[src/rtl/rca32_seq_multiplier.sv]
// ---------------------------------------------------------------------------
// rca32_seq_multiplier
//   Unsigned 32x32->64 sequential shift-add multiplier. One multiplier bit is
//   retired per clock. Each cycle, a single 32-bit ripple-carry adder adds
//   either the multiplicand or zero into the high half of the accumulator.
//
//   Ports:
//     clk    in   1   single clock, rising edge
//     rst    in   1   asynchronous reset, active high
//     start  in   1   request, accepted only while ready=1
//     a      in  32   multiplicand, sampled on accept
//     b      in  32   multiplier, sampled on accept
//     ready  out  1   high in IDLE only
//     busy   out  1   high in RUN only
//     done   out  1   one-cycle pulse, product final
//     p      out 64   product {acc_hi, acc_lo}, stable from done to next accept
//
//   Also contains _32bit_rca, the 32-bit ripple-carry adder used by the
//   multiplier.
// ---------------------------------------------------------------------------

module _32bit_rca (
    input  logic [31:0] a,
    input  logic [31:0] b,
    input  logic        c_in,
    output logic [31:0] s,
    output logic        c_out
);
    logic [32:0] w_c;

    assign w_c[0] = c_in;

    genvar i;
    for (i = 0; i < 32; i++) begin : g_fa
        assign s[i]     = a[i] ^ b[i] ^ w_c[i];
        assign w_c[i+1] = (a[i] & b[i]) | (w_c[i] & (a[i] ^ b[i]));
    end

    assign c_out = w_c[32];
endmodule

module rca32_seq_multiplier #(
    parameter int WIDTH = 32,
    parameter int CNT_W = 5
) (
    input  logic               clk,
    input  logic               rst,
    input  logic               start,
    input  logic [WIDTH-1:0]   a,
    input  logic [WIDTH-1:0]   b,
    output logic               ready,
    output logic               busy,
    output logic               done,
    output logic [2*WIDTH-1:0] p
);
    // The datapath is hard-wired to the 32-bit adder.
    if (WIDTH != 32) begin : g_bad_width
        $error("rca32_seq_multiplier: WIDTH must be 32");
    end
    if (CNT_W != 5) begin : g_bad_cnt_w
        $error("rca32_seq_multiplier: CNT_W must be 5");
    end

    typedef enum logic [1:0] {
        S_IDLE = 2'd0,
        S_RUN  = 2'd1,
        S_DONE = 2'd2
    } state_t;

    state_t             r_state;
    logic [WIDTH-1:0]   r_mcand;
    logic [WIDTH-1:0]   r_acc_hi;
    logic [WIDTH-1:0]   r_acc_lo;
    logic [CNT_W-1:0]   r_cnt;
    logic               r_ready;
    logic               r_busy;
    logic               r_done;

    logic [WIDTH-1:0]   w_addend;
    logic [WIDTH-1:0]   w_sum;
    logic               w_cout;

    // The LSB of acc_lo is the multiplier bit being retired this cycle.
    assign w_addend = r_acc_lo[0] ? r_mcand : {WIDTH{1'b0}};

    _32bit_rca u_rca (
        .a     (r_acc_hi),
        .b     (w_addend),
        .c_in  (1'b0),
        .s     (w_sum),
        .c_out (w_cout)
    );

    // Control FSM and accumulator datapath, all outputs registered.
    always_ff @(posedge clk or posedge rst) begin
        if (rst) begin
            r_state  <= S_IDLE;
            r_mcand  <= {WIDTH{1'b0}};
            r_acc_hi <= {WIDTH{1'b0}};
            r_acc_lo <= {WIDTH{1'b0}};
            r_cnt    <= {CNT_W{1'b0}};
            r_ready  <= 1'b1;
            r_busy   <= 1'b0;
            r_done   <= 1'b0;
        end else begin
            case (r_state)
                S_IDLE: begin
                    if (start) begin
                        r_mcand  <= a;
                        r_acc_hi <= {WIDTH{1'b0}};
                        r_acc_lo <= b;
                        r_cnt    <= {CNT_W{1'b0}};
                        r_ready  <= 1'b0;
                        r_busy   <= 1'b1;
                        r_state  <= S_RUN;
                    end else begin
                        // Hold everything so p keeps the last product.
                        r_state  <= S_IDLE;
                    end
                end
                S_RUN: begin
                    // Shift the 65-bit {c_out, s, acc_lo} right by one; the
                    // carry lands in acc_hi[31] so nothing is lost.
                    r_acc_hi <= {w_cout, w_sum[WIDTH-1:1]};
                    r_acc_lo <= {w_sum[0], r_acc_lo[WIDTH-1:1]};
                    r_cnt    <= r_cnt + {{(CNT_W-1){1'b0}}, 1'b1};
                    if (r_cnt == {CNT_W{1'b1}}) begin
                        r_busy  <= 1'b0;
                        r_done  <= 1'b1;
                        r_state <= S_DONE;
                    end else begin
                        r_state <= S_RUN;
                    end
                end
                S_DONE: begin
                    r_done  <= 1'b0;
                    r_ready <= 1'b1;
                    r_state <= S_IDLE;
                end
                default: begin
                    r_state <= S_IDLE;
                    r_ready <= 1'b1;
                    r_busy  <= 1'b0;
                    r_done  <= 1'b0;
                end
            endcase
        end
    end

    assign ready = r_ready;
    assign busy  = r_busy;
    assign done  = r_done;
    assign p     = {r_acc_hi, r_acc_lo};
endmodule
[config.mk]
export PLATFORM = sky130hd
export DESIGN_NAME = rca32_seq_multiplier
export DESIGN_NICKNAME = d
export VERILOG_FILES = /design/src/rtl/rca32_seq_multiplier.sv
export SDC_FILE = /design/constraint.sdc
export NUM_CORES = 1
export LEC_CHECK = 0
export BUFFER_PORTS_ARGS = -buffer_cell sky130_fd_sc_hd__buf_2
export CAP_MARGIN = 10
export CORE_ASPECT_RATIO = 2
export CORE_MARGIN = 2
export CORE_UTILIZATION = 50
export DETAILED_ROUTE_END_ITERATION = 8
export GPL_TIMING_DRIVEN = 0
export PLACE_DENSITY = 0.76
export SYNTH_ARGS = -nofsm -noshare
export SYNTH_HDL_FRONTEND = slang
export SYNTH_HIERARCHICAL = 1
export SYNTH_SLANG_ARGS = --single-unit
[constraint.sdc]
create_clock -name clk -period 36.7 [get_ports clk]
set_input_delay 1.835 -clock clk [delete_from_list [all_inputs] [get_ports clk]]
set_output_delay 1.835 -clock clk [all_outputs]
set_load 0.05 [all_outputs]
# Word-level counts from Yosys, hierarchy flattened
# Cells that the tools add are included.
[totals]
ff_bits = 106
out_inout_bits = 67
[classes]
addsub = 1
n_eq_ne = 5
mux = 17
n_bitwise = 160
reduce_logical = 7
[ops]
columns = ["op", "n"]
rows = [
  ["$pmux 32 s2", 2],
  ["$mux 32", 3],
  ["$and 1x1->1", 63],
  ["$xor 1x1->1", 63],
  ["$or 1x1->1", 31],
  ["$pmux 5 s2", 1],
  ["$reduce_and 2->1", 4],
  ["$add 5x1->5 const B", 1],
  ["$eq 5x5->1 const B", 1],
  ["$mux 1", 5],
  ["$mux 5", 1],
  ["$ne 2x2->1 const B", 2],
  ["$pmux 1 s2", 2],
  ["$pmux 2 s2", 1],
  ["$not 1->1", 3],
  ["$pmux 1 s3", 1],
  ["$reduce_and 3->1", 1],
  ["$eq 2x1->1 const B", 1],
  ["$eq 2x2->1 const B", 1],
  ["$logic_not 2->1", 1],
  ["$mux 2", 1],
  ["$reduce_bool 2->1", 1],
]

# Depth between registers and ports, before layout
[logic_depth]
ltp_word = 65
mapped_depth = 38
ltp_nobuf = 38

# Hierarchy
# Netlist, hierarchy kept.
[modules_own_cells]
columns = ["mod", "n_inst", "cells_each", "area_per_inst_um2", "seq_area_each_um2"]
rows = [
  ["rca32_seq_multiplier", 1, 364, 4495.6, 2653.8],
  ["_32bit_rca", 1, 42, 678.2, 0.0],
]

# Worst setup path after synthesis
# Ideal clock, no wire load.
[synth_timing]
kind = "register -> register"
from = "reg r_acc_lo[0]"
to = "reg r_acc_hi[30]"
arrival_time_ns = 13.055
required_time_ns = 36.633
path_slack_ns = 23.578
path_stages_with_launch = 39
period_less_slack_ns = 13.122
cell_sequence = "dfrtp_1 and2_1 fa_1 fa_1 fa_1 fa_1 fa_1 fa_1 fa_1 fa_1 fa_1 fa_1 fa_1 fa_1 fa_1 fa_1 fa_1 fa_1 (+3 left out) fa_1 fa_1 fa_1 fa_1 fa_1 fa_1 fa_1 fa_1 fa_1 fa_1 fa_1 fa_1 fa_1 fa_1 inv_1 fa_1 inv_1 a22o_1"
[synth_between]
elab_chain_len = 64
elab_cells_between_ends = 125
[synth_rtl]
columns = ["element", "line", "text"]
rows = [
  ["from (decl)", "73", "logic [WIDTH-1:0] r_acc_lo;"],
  ["from (signal assigned)", "100", "r_acc_lo <= {WIDTH{1'b0}};"],
  ["from (signal assigned)", "125", "r_acc_lo <= {w_sum[0], r_acc_lo[WIDTH-1:1]};"],
  ["$mux 32", "84", "assign w_addend = r_acc_lo[0] ? r_mcand : {WIDTH{1'b0}};"],
  ["named net w_addend[0]", "79", "logic [WIDTH-1:0] w_addend;"],
  ["$and 1x1->1 (2 in a row)", "36", "assign w_c[i+1] = (a[i] & b[i]) | (w_c[i] & (a[i] ^ b[i]));"],
  ["$or 1x1->1", "36", ""],
  ["$and 1x1->1", "36", ""],
  ["$or 1x1->1", "36", ""],
  ["$and 1x1->1", "36", ""],
  ["$or 1x1->1", "36", ""],
  ["(+49 left out)", "--", ""],
  ["$or 1x1->1", "36", ""],
  ["$and 1x1->1", "36", ""],
  ["$or 1x1->1", "36", ""],
  ["$and 1x1->1", "36", ""],
  ["$or 1x1->1", "36", ""],
  ["$xor 1x1->1", "35", "assign s[i] = a[i] ^ b[i] ^ w_c[i];"],
  ["named net w_sum[31]", "80", "logic [WIDTH-1:0] w_sum;"],
  ["$pmux 32 s2", "106", "case (r_state)"],
  ["to (signal assigned)", "99", "r_acc_hi <= {WIDTH{1'b0}};"],
  ["to (signal assigned)", "110", "r_acc_hi <= {WIDTH{1'b0}};"],
  ["to (signal assigned)", "124", "r_acc_hi <= {w_cout, w_sum[WIDTH-1:1]};"],
  ["to (decl)", "72", "logic [WIDTH-1:0] r_acc_hi;"],
]
# The timed path passes the listed nets, and every way through them passes these cells.
# A chain may end at the register's enable or synchronous reset.

# Final worst setup path
# Same ends and word-level chain as after synthesis.

==> impl_metrics.csv <==
group,metric,value,unit
global_routing,grt_pass1_wl,18.5,mm
sta,fin_tns_setup,0,ns
yosys,synth_seq_cells,106,
critical_path,criticalPathCategory,"reg -> reg",
clocking,cts_root_buffer,"clkbuf_16",
sta,fin_crit,13.62,ns
critical_path,crit_arrival,13.90,ns
clocking,ctsResizeCount,0,
place,gp_congestion,0.803,
critical_path,rrSetupSlack,23.08,ns
finish,n_antenna_cell,0,
finish,area_growth,22.4,%
die,die_w,75.9,µm
critical_path,cp_top_family,"adder cells",
global_routing,globalRouteOverflowTotal,0,
sta,rsz0062_at_grt,"false",
routing,vias,3577,
global_routing,grt.total_usage,20.6,%
clocking,clock_latency,0.34,ns
die,rows,52,
sta,tightest_slew,0.823,ns
sta,fmax,0.0734,GHz
sta,worst_clock_skew,0.00971,ns
critical_path,reg2reg_depth,38,
clocking,clock_path_buffers,2,
die,start_util,51.3,%
critical_path,reg2reg_to,"r_acc_hi[30]$_DFFE_PP0P_",
clocking,cts_tree,"built",
critical_path,start_kind,"flip-flop",
min_path,hold_path.startpoint,"r_mcand[18]$_DFFE_PP0P_",
sta,drv_slew,0,
yosys,yosysWarnings,6,
global_routing,grt_antenna_before_repair,0,
sta,slew_headroom,45.2,%
clocking,cts.sinks,106,
sta,setup_viol,0,
status,status,"finished clean",
min_path,hp-class,"reg -> reg",
clocking,cts_hold_buf,0,
clocking,htree_levels,3,
critical_path,required,36.98,ns
min_path,holdPathEnd,"r_mcand[18]$_DFFE_PP0P_",
routing,vias_per_cell,5.18,
job,maxCapViolCount,0,
critical_path,cp_slowest_cell,"dfrtp_1",
sta,hold_viol_final,0,
critical_path,crit_start,"r_acc_lo[0]$_DFFE_PP0P_",
routing,route.detailed.drc,0,
clocking,cts.clk_slew.worst_paths,0.07,ns
critical_path,cp_num_buf_inv,4,
clocking,post_cts_buffers,0,
critical_path,crit_fanout,8,
min_path,hold_depth,1,
critical_path,rr_startpoint,"r_acc_lo[0]$_DFFE_PP0P_",
critical_path,cp-end-kind,"flip-flop",
finish,drive_gt1_share,34.0,%
routing,first_iter_violations,197,
routing,dr.pass1.iters,6,
critical_path,cpMostUsedCell,"fa_1",
yosys,ys_seq_area_share,51.3,%
finish,final_cell_mix,"buf_2, dfrtp_1, o21ai_0, a22o_1, and2_1",
yosys,syn-num-nets,507,
routing,post_drt_wl_per_cell,15.7,µm
place,numPortBuffers,133,
yosys,yosysUniqueCellTypes,26,
routing,wl,10.8,mm
finish,fillers,836,
critical_path,slowest_delay,0.49,ns
clocking,cts_buffers,9,
finish,final_common_cell,"buf_2",
yosys,syn_area,5170,µm²
die,die_area,11200,µm²
routing,ant_nets,0,
global_routing,grt_pass1_vias,3767,
yosys,synth_cells,406,
die,die_h,148,µm
finish,fin_nets,652,
die,core,10100,µm²
sta,finalCritPeriodShare,37.1,%
place,hpwl,8.28,mm
global_routing,grt_max_degree,66,
yosys,syn_avg_cell_area,12.7,µm²
die,pin_count,134,
-- final cells by class --
cell class	count	area [µm²]	share of cell area, %
multi-input cells	261	2320	36.6
clock buffers	10	239	3.77
repair buffers	134	686	10.8
plain buffers	27	159	2.51
inverters	12	47.5	0.751
flip-flops and latches	106	2650	41.9
well taps	135	169	2.67
clock inverters	6	65.1	1.03
-- kinds of logic (layout without fill, tap and decap cells) --
kind of cell	after synthesis	in the layout	synth area share, %
simple gates	80	80	8.37
fa+ha+maj	34	34	12.9
flops	106	106	51.3
buf+inv	39	189	3.94
other cells	1	1	0.0725
compound gates	88	88	11.5
mux	58	58	12.0
-- cells in the mapped netlist (all sizes together) --
master	n	share of area (%)
nand2b	2	0.24
nand2	27	2.0
mux2i	26	5.0
fa	32	12
conb	1	0.072
a21oi	10	0.97
clkbuf	10	0.73
a22oi	8	1.2
dfstp	1	0.51
ha	2	0.48
a22o	34	5.8
buf	17	2.3
nor2b	10	1.2
o21bai	2	0.29
and2	33	4.0
nand4	1	0.12
inv	12	0.87
mux2	32	7.0
o21ai	34	3.3
and3	1	0.12
dfrtp	105	51
nor2	5	0.36
nor3b	1	0.36
-- sequential cells by signal, indices dropped and copies added, names as in the netlist --
| register | cells |
|---|---|
| ready | 1 |
| r_state | 2 |
| r_acc_lo | 32 |
| r_cnt | 5 |
| r_acc_hi | 32 |
| r_mcand | 32 |
| done | 1 |
| busy | 1 |
-- worst reg2reg max path: cells and delay by family, from the launching register on --
family,cells,cell delay (ns)
and+or+nand+nor,1,0.21
adders and majority gates,32,12.46
DFF,1,0.49
buffers and inverters,4,0.27
AOI/OAI and AO/OA,1,0.12
-- metrics by stage --
stage / instances / setup slack, ns / instance area [µm²] / util, % / hold slack (ns)
final: 691 / 23.08 / 6330 / 62.8 / 0.477
after detailed placement: 675 / 23.16 / 6030 / 59.8 / 0.467
after CTS: 691 / 23.08 / 6330 / 62.8 / 0.482
after floorplan: 406 / 23.58 / 5170 / - / 0.438
after global routing: 691 / 22.61 / 6330 / 62.8 / 0.492
after global placement: 674 / 23.24 / 6010 / 59.6 / 0.456
-- layer usage --
metal / vias to the layer above / track usage (%) / wire, µm / part of all wire (%)
met3: 15 / 4.33 / 523 / 4.8
met2: 102 / 37.2 / 5960 / 55
met4: 0 / 7.82 / 224 / 2.1
met5: - / 0 / 0 / 0
li1: 1682 / - / - / -
met1: 1778 / 24.0 / 4140 / 38
-- worst max path at each step --
| stage | to | slack (ns) | cells after the start |
|---|---|---|---|
| 2_1_floorplan | r_acc_hi[30]$_DFFE_PP0P_ | 23.58 | 38 |
| 3_3_place_gp | r_acc_hi[30]$_DFFE_PP0P_ | 23.24 | 38 |
| 3_5_place_dp | r_acc_hi[30]$_DFFE_PP0P_ | 23.16 | 38 |
| 4_1_cts | r_acc_hi[30]$_DFFE_PP0P_ | 23.08 | 38 |
| 5_1_grt | r_acc_hi[30]$_DFFE_PP0P_ | 22.61 | 38 |
| 6_report | r_acc_hi[30]$_DFFE_PP0P_ | 23.08 | 38 |
Power is left out: the tool's default activity adds up to more than one toggle a clock period on the data nets, which glitch-free logic cannot reach.
